`src/rtl/mxn_unshift_seq.sv`:
```
// Sequential inverse of the packed multi-set shifter: rebuilds one lane per clock
// from captured result/overflow/control words and flags inconsistent lanes.
//
// state | meaning
// IDLE  | ready for a request, in_ready high
// RUN   | decoding lane idx into restored/err, one lane per cycle
// DONE  | result valid, held until res_ready
module mxn_unshift_seq #(
  parameter int WIDTH = 4,
  parameter int SETS  = 2,
  parameter bit OP    = 1'b0
) (
  input  logic                    clk,
  input  logic                    rst,
  input  logic                    in_valid,
  output logic                    in_ready,
  input  logic [SETS*WIDTH-1:0]   out_packed,
  input  logic [SETS*WIDTH-1:0]   overflow_packed,
  input  logic [SETS*WIDTH-1:0]   shift_packed,
  output logic                    res_valid,
  input  logic                    res_ready,
  output logic [SETS*WIDTH-1:0]   restored_packed,
  output logic [SETS-1:0]         err_packed
);
  localparam int IDX_W = (SETS > 1) ? $clog2(SETS) : 1;
  localparam int PW    = SETS * WIDTH;

  typedef enum logic [1:0] {IDLE, RUN, DONE} state_t;

  state_t           state_q, state_d;
  logic [IDX_W-1:0] idx_q, idx_d;
  logic [PW-1:0]    cap_out_q, cap_out_d;
  logic [PW-1:0]    cap_ovf_q, cap_ovf_d;
  logic [PW-1:0]    cap_sh_q, cap_sh_d;
  logic [PW-1:0]    restored_q, restored_d;
  logic [SETS-1:0]  err_q, err_d;

  logic [WIDTH-1:0] lane_o, lane_v, lane_s, lane_rest, low_mask;
  logic             lane_err, fill_ref;
  int               k_amt;

  always_comb begin
    lane_o = '0;
    lane_v = '0;
    lane_s = '0;
    for (int i = 0; i < SETS; i++) begin
      if (idx_q == IDX_W'(i)) begin
        lane_o = cap_out_q[i*WIDTH +: WIDTH];
        lane_v = cap_ovf_q[i*WIDTH +: WIDTH];
        lane_s = cap_sh_q[i*WIDTH +: WIDTH];
      end
    end
  end

  // Lane decode: low_mask covers the k overflow bits that legitimately carry data.
  always_comb begin
    k_amt     = int'(lane_s[WIDTH-2:1]);
    lane_rest = lane_o;
    lane_err  = 1'b0;
    low_mask  = '0;
    fill_ref  = lane_s[WIDTH-1];
    if (k_amt >= WIDTH) begin
      lane_rest = '0;
      lane_err  = 1'b1;
    end else begin
      low_mask = {WIDTH{1'b1}} >> (WIDTH - k_amt);
      if (k_amt != 0) begin
        if (!lane_s[0])
          lane_rest = (lane_o >> k_amt) | (lane_v << (WIDTH - k_amt));
        else
          lane_rest = (lane_o << k_amt) | (lane_v & low_mask);
      end
      if ((lane_v & ~low_mask) != '0)
        lane_err = 1'b1;
      if (lane_s[0] && OP)
        fill_ref = lane_rest[WIDTH-1];
      for (int j = 0; j < WIDTH; j++) begin
        if (!lane_s[0] && (j < k_amt) && (lane_o[j] != fill_ref))
          lane_err = 1'b1;
        if (lane_s[0] && (j >= WIDTH - k_amt) && (lane_o[j] != fill_ref))
          lane_err = 1'b1;
      end
    end
  end

  always_comb begin
    state_d    = state_q;
    idx_d      = idx_q;
    cap_out_d  = cap_out_q;
    cap_ovf_d  = cap_ovf_q;
    cap_sh_d   = cap_sh_q;
    restored_d = restored_q;
    err_d      = err_q;
    in_ready   = 1'b0;
    res_valid  = 1'b0;
    unique case (state_q)
      IDLE: begin
        in_ready = ~rst;
        if (in_valid) begin
          cap_out_d = out_packed;
          cap_ovf_d = overflow_packed;
          cap_sh_d  = shift_packed;
          idx_d     = '0;
          state_d   = RUN;
        end
      end
      RUN: begin
        for (int i = 0; i < SETS; i++) begin
          if (idx_q == IDX_W'(i)) begin
            restored_d[i*WIDTH +: WIDTH] = lane_rest;
            err_d[i]                     = lane_err;
          end
        end
        if (idx_q == IDX_W'(SETS - 1))
          state_d = DONE;
        else
          idx_d = idx_q + IDX_W'(1);
      end
      DONE: begin
        res_valid = 1'b1;
        if (res_ready)
          state_d = IDLE;
      end
      default: state_d = IDLE;
    endcase
  end

  always_ff @(posedge clk or posedge rst) begin
    if (rst) begin
      state_q    <= IDLE;
      idx_q      <= '0;
      cap_out_q  <= '0;
      cap_ovf_q  <= '0;
      cap_sh_q   <= '0;
      restored_q <= '0;
      err_q      <= '0;
    end else begin
      state_q    <= state_d;
      idx_q      <= idx_d;
      cap_out_q  <= cap_out_d;
      cap_ovf_q  <= cap_ovf_d;
      cap_sh_q   <= cap_sh_d;
      restored_q <= restored_d;
      err_q      <= err_d;
    end
  end

  assign restored_packed = restored_q;
  assign err_packed      = err_q;
endmodule

```
`config.mk`:
```
export PLATFORM = sky130hd
export DESIGN_NAME = mxn_unshift_seq
export DESIGN_NICKNAME = d
export VERILOG_FILES = /design/src/rtl/mxn_unshift_seq.sv
export SDC_FILE = /design/constraint.sdc
export NUM_CORES = 1
export LEC_CHECK = 0
export BUFFER_PORTS_ARGS = -buffer_cell sky130_fd_sc_hd__buf_2
export CAP_MARGIN = 15
export CORE_MARGIN = 2
export CORE_UTILIZATION = 35
export CTS_CLUSTER_DIAMETER = 50
export DETAILED_ROUTE_END_ITERATION = 10
export GPL_ROUTABILITY_DRIVEN = 0
export SLEW_MARGIN = 10
export SYNTH_ARGS = -nofsm -noshare
export SYNTH_HDL_FRONTEND = slang
export SYNTH_SLANG_ARGS = --single-unit
```
`constraint.sdc`:
```
create_clock -name clk -period 4.94 [get_ports clk]
set_clock_uncertainty 0.05 [all_clocks]
set_input_delay 0.494 -clock clk [delete_from_list [all_inputs] [get_ports clk]]
set_output_delay 0.494 -clock clk [all_outputs]
set_load 0.03 [all_outputs]
```
==> results.cfg <==
[status]
status = finished clean

[cells_and_area]
final_nets = 295
drive_gt1_share_pct = 35.50
final_common_cell = buf_2
diodes = 0
syn2layout_area_growth_pct = 13.86
nFillCells = 678
layout_common_cells = 39 x buf_2, 37 x dfrtp_1, 29 x mux2_2, 22 x nand2_1

[worst_setup_path]
worstPathRequired_ns = 5.03
worst-path-max-fanout = 31
worstSetupStartpointType = flip-flop
worstSetupPathType = flip-flop to flip-flop
endpoint_kind = flip-flop
arrival_ns = 3.36

[timing]
tightest_slew_ns = 0.6807
fmax_ghz = 0.3066
rsz0062_at_grt = no
relSlewSlack_pct = 54.45
fin_crit_sh_pct = 66.03
slew_viol_final = 0
setup_viol = 0
finalHoldViolations = 0
final.min_clock_period_ns = 3.262
finalSetupTns_ns = 0

[global_route]
track_usage_pct = 15.54
antenna_found_initial = 0
use_met1_pct = 20.78
grt_use_met2_pct = 24.20
busiest_layer = met2
grt_use_met3_pct = 3.429
overflow = 0
grt_pass1_vias = 1808
grt_pass1_wl_mm = 9.025
grt_max_degree = 38

[clock_network]
insertion_delay_ns = 0.29
cts_setup_buffers = 0
clk_pin_slew_worst_paths_ns = 0.07
clockRootBuffer = clkbuf_8
cts_hold_buf = 0
clock-sinks = 37
post_cts_resized = 0
cts_inserted_buffers = 5
htree_levels = 2
cts_tree = yes
cts_max_path_buffers = 2

[synth]
ys.flop_type = dfrtp_1
yosysWarningCount = 0
yosysSeqAreaShare_pct = 39.01
synthAdderAreaFrac_pct = 2.109
ys_ff_latch = 37
synth_edf_count = 0
synthMuxAreaShare_pct = 23.93
netlist_instances = 226
syn_area_um2 = 2374
synthXorXnorAreaFrac_pct = 0.7380
synth_cell_type_count = 53
synth-compound-area-share_pct = 15.50
synth_nets = 258
synth_simple_gate_area_share_pct = 13.76
synthArstFlopShare_pct = 100.0
synth_top_family_by_area = multiplexers
syn_area_per_cell_um2 = 10.50

[routing]
drc = 0
wl_per_cell_um = 15.86
drt_pass1_iterations = 4
viasPerCell = 5.433
detailedRoute.firstIterationViolations = 116
routed_wl_mm = 5.424
ant_nets = 0
vias = 1858

[floorplan]
die_w_um = 86.35
ios = 40
die_h_um = 86.35
fp.dieArea_um2 = 7456
rows = 30
core-area_um2 = 6681
start_util_pct = 35.52

[hold_path]
hold_class = input port to async pin

[flow_run]
maxCapViolCount = 0

[place]
port_buffers = 39
hpwl_mm = 4.029
Yosys cell counts (2+ instances only):
cell        n  area, um^2
a211oi_1    2       15.01
a21oi_1     7       35.03
a221oi_2    3       45.04
buf_2       5       25.02
clkbuf_1    4       15.01
dfrtp_1    37       925.9
ha_1        4       50.05
inv_1      10       37.54
mux2_2     29       326.6
mux2_4      4       60.06
mux2i_1     8       80.08
mux2i_4     3       67.56
nand2_1    22       82.58
nand2b_1    4       25.02
nand3_1     3       15.01
nor2_1     12       45.04
nor2b_1     5       31.28
nor3_1      6       30.03
nor3b_1     5       37.54
o2111ai_1   2       17.52
o211ai_1    3       22.52
o21ai_0    12       60.06
o21ai_1     3       15.01
o221ai_1    2       17.52
o31ai_1     2       15.01
xor2_1      2       17.52
metrics by stage:
stage               util [%]  setup slack, ns  hold WS [ns]  cell area, um^2  instances
floorplan                  -            2.548        0.4455             2374        226
global placement       39.12            1.843        0.4222             2614        335
detailed placement     39.12            1.692        0.4250             2614        335
CTS                    40.22            1.678        0.2837             2688        341
global route           40.45            1.391        0.3121             2703        342
finish                 40.45            1.678        0.2624             2703        342
routing by layer:
metal,vias up,part of all wire [%]
li1,904,-
met1,879,45
met2,59,48
met3,16,4.8
met4,0,2.9
met5,-,0
critical path, cell delays in order (launching register included):
cell       delay (ns)
dfrtp_1          0.71
buf_4            0.44
mux2i_4          0.40
inv_1            0.17
ha_1             0.26
mux2i_1          0.19
o32a_1           0.18
o221ai_1         0.12
a2111oi_2        0.43
a41oi_1          0.16
layout make-up:
type	count	area (um^2)	share of cell area (%)
sequential	37	925.9	34.26
multi-input combinational	166	1336	49.44
clock buffer	5	68.82	2.546
inverter	11	41.29	1.528
tap	80	100.1	3.704
timing repair buffer	42	225.2	8.333
clock inverter	1	5.005	0.1852
flip-flops by register name, summed over array words and instances, names as in the netlist:
| name | cells |
|---|---|
| cap_ovf_q | 8 |
| idx_q | 1 |
| cap_out_q | 8 |
| state_q | 2 |
| cap_sh_q | 8 |
| err_packed | 2 |
| restored_packed | 8 |
path summary, 6_finish.rpt:
check                                   start  depth (start not counted)            endpoint  slack (ns)
max in group asynchronous                 rst                          3        cap_out_q[0]        4.24
setup reg to reg                        idx_q                          9       err_packed[1]        1.68
setup / recovery                        idx_q                          9       err_packed[1]        1.68
hold / removal                            rst                          3          state_q[1]        0.26
min in group clk                    res_ready                          2          state_q[1]        0.34
hold reg to reg            restored_packed[4]                          2  restored_packed[4]        0.43
cell families (layout without fill, tap and decap cells):
| family | Yosys count | in the layout |
|---|---|---|
| simple gates | 64 | 64 |
| compound gates | 50 | 50 |
| buf+inv | 23 | 59 |
| flops | 37 | 37 |
| xor+xnor | 2 | 2 |
| fa+ha+maj | 4 | 4 |
| mux | 46 | 46 |
Power is left out: the tool's default activity adds up to more than one toggle a clock period on the data nets, which glitch-free logic cannot reach.
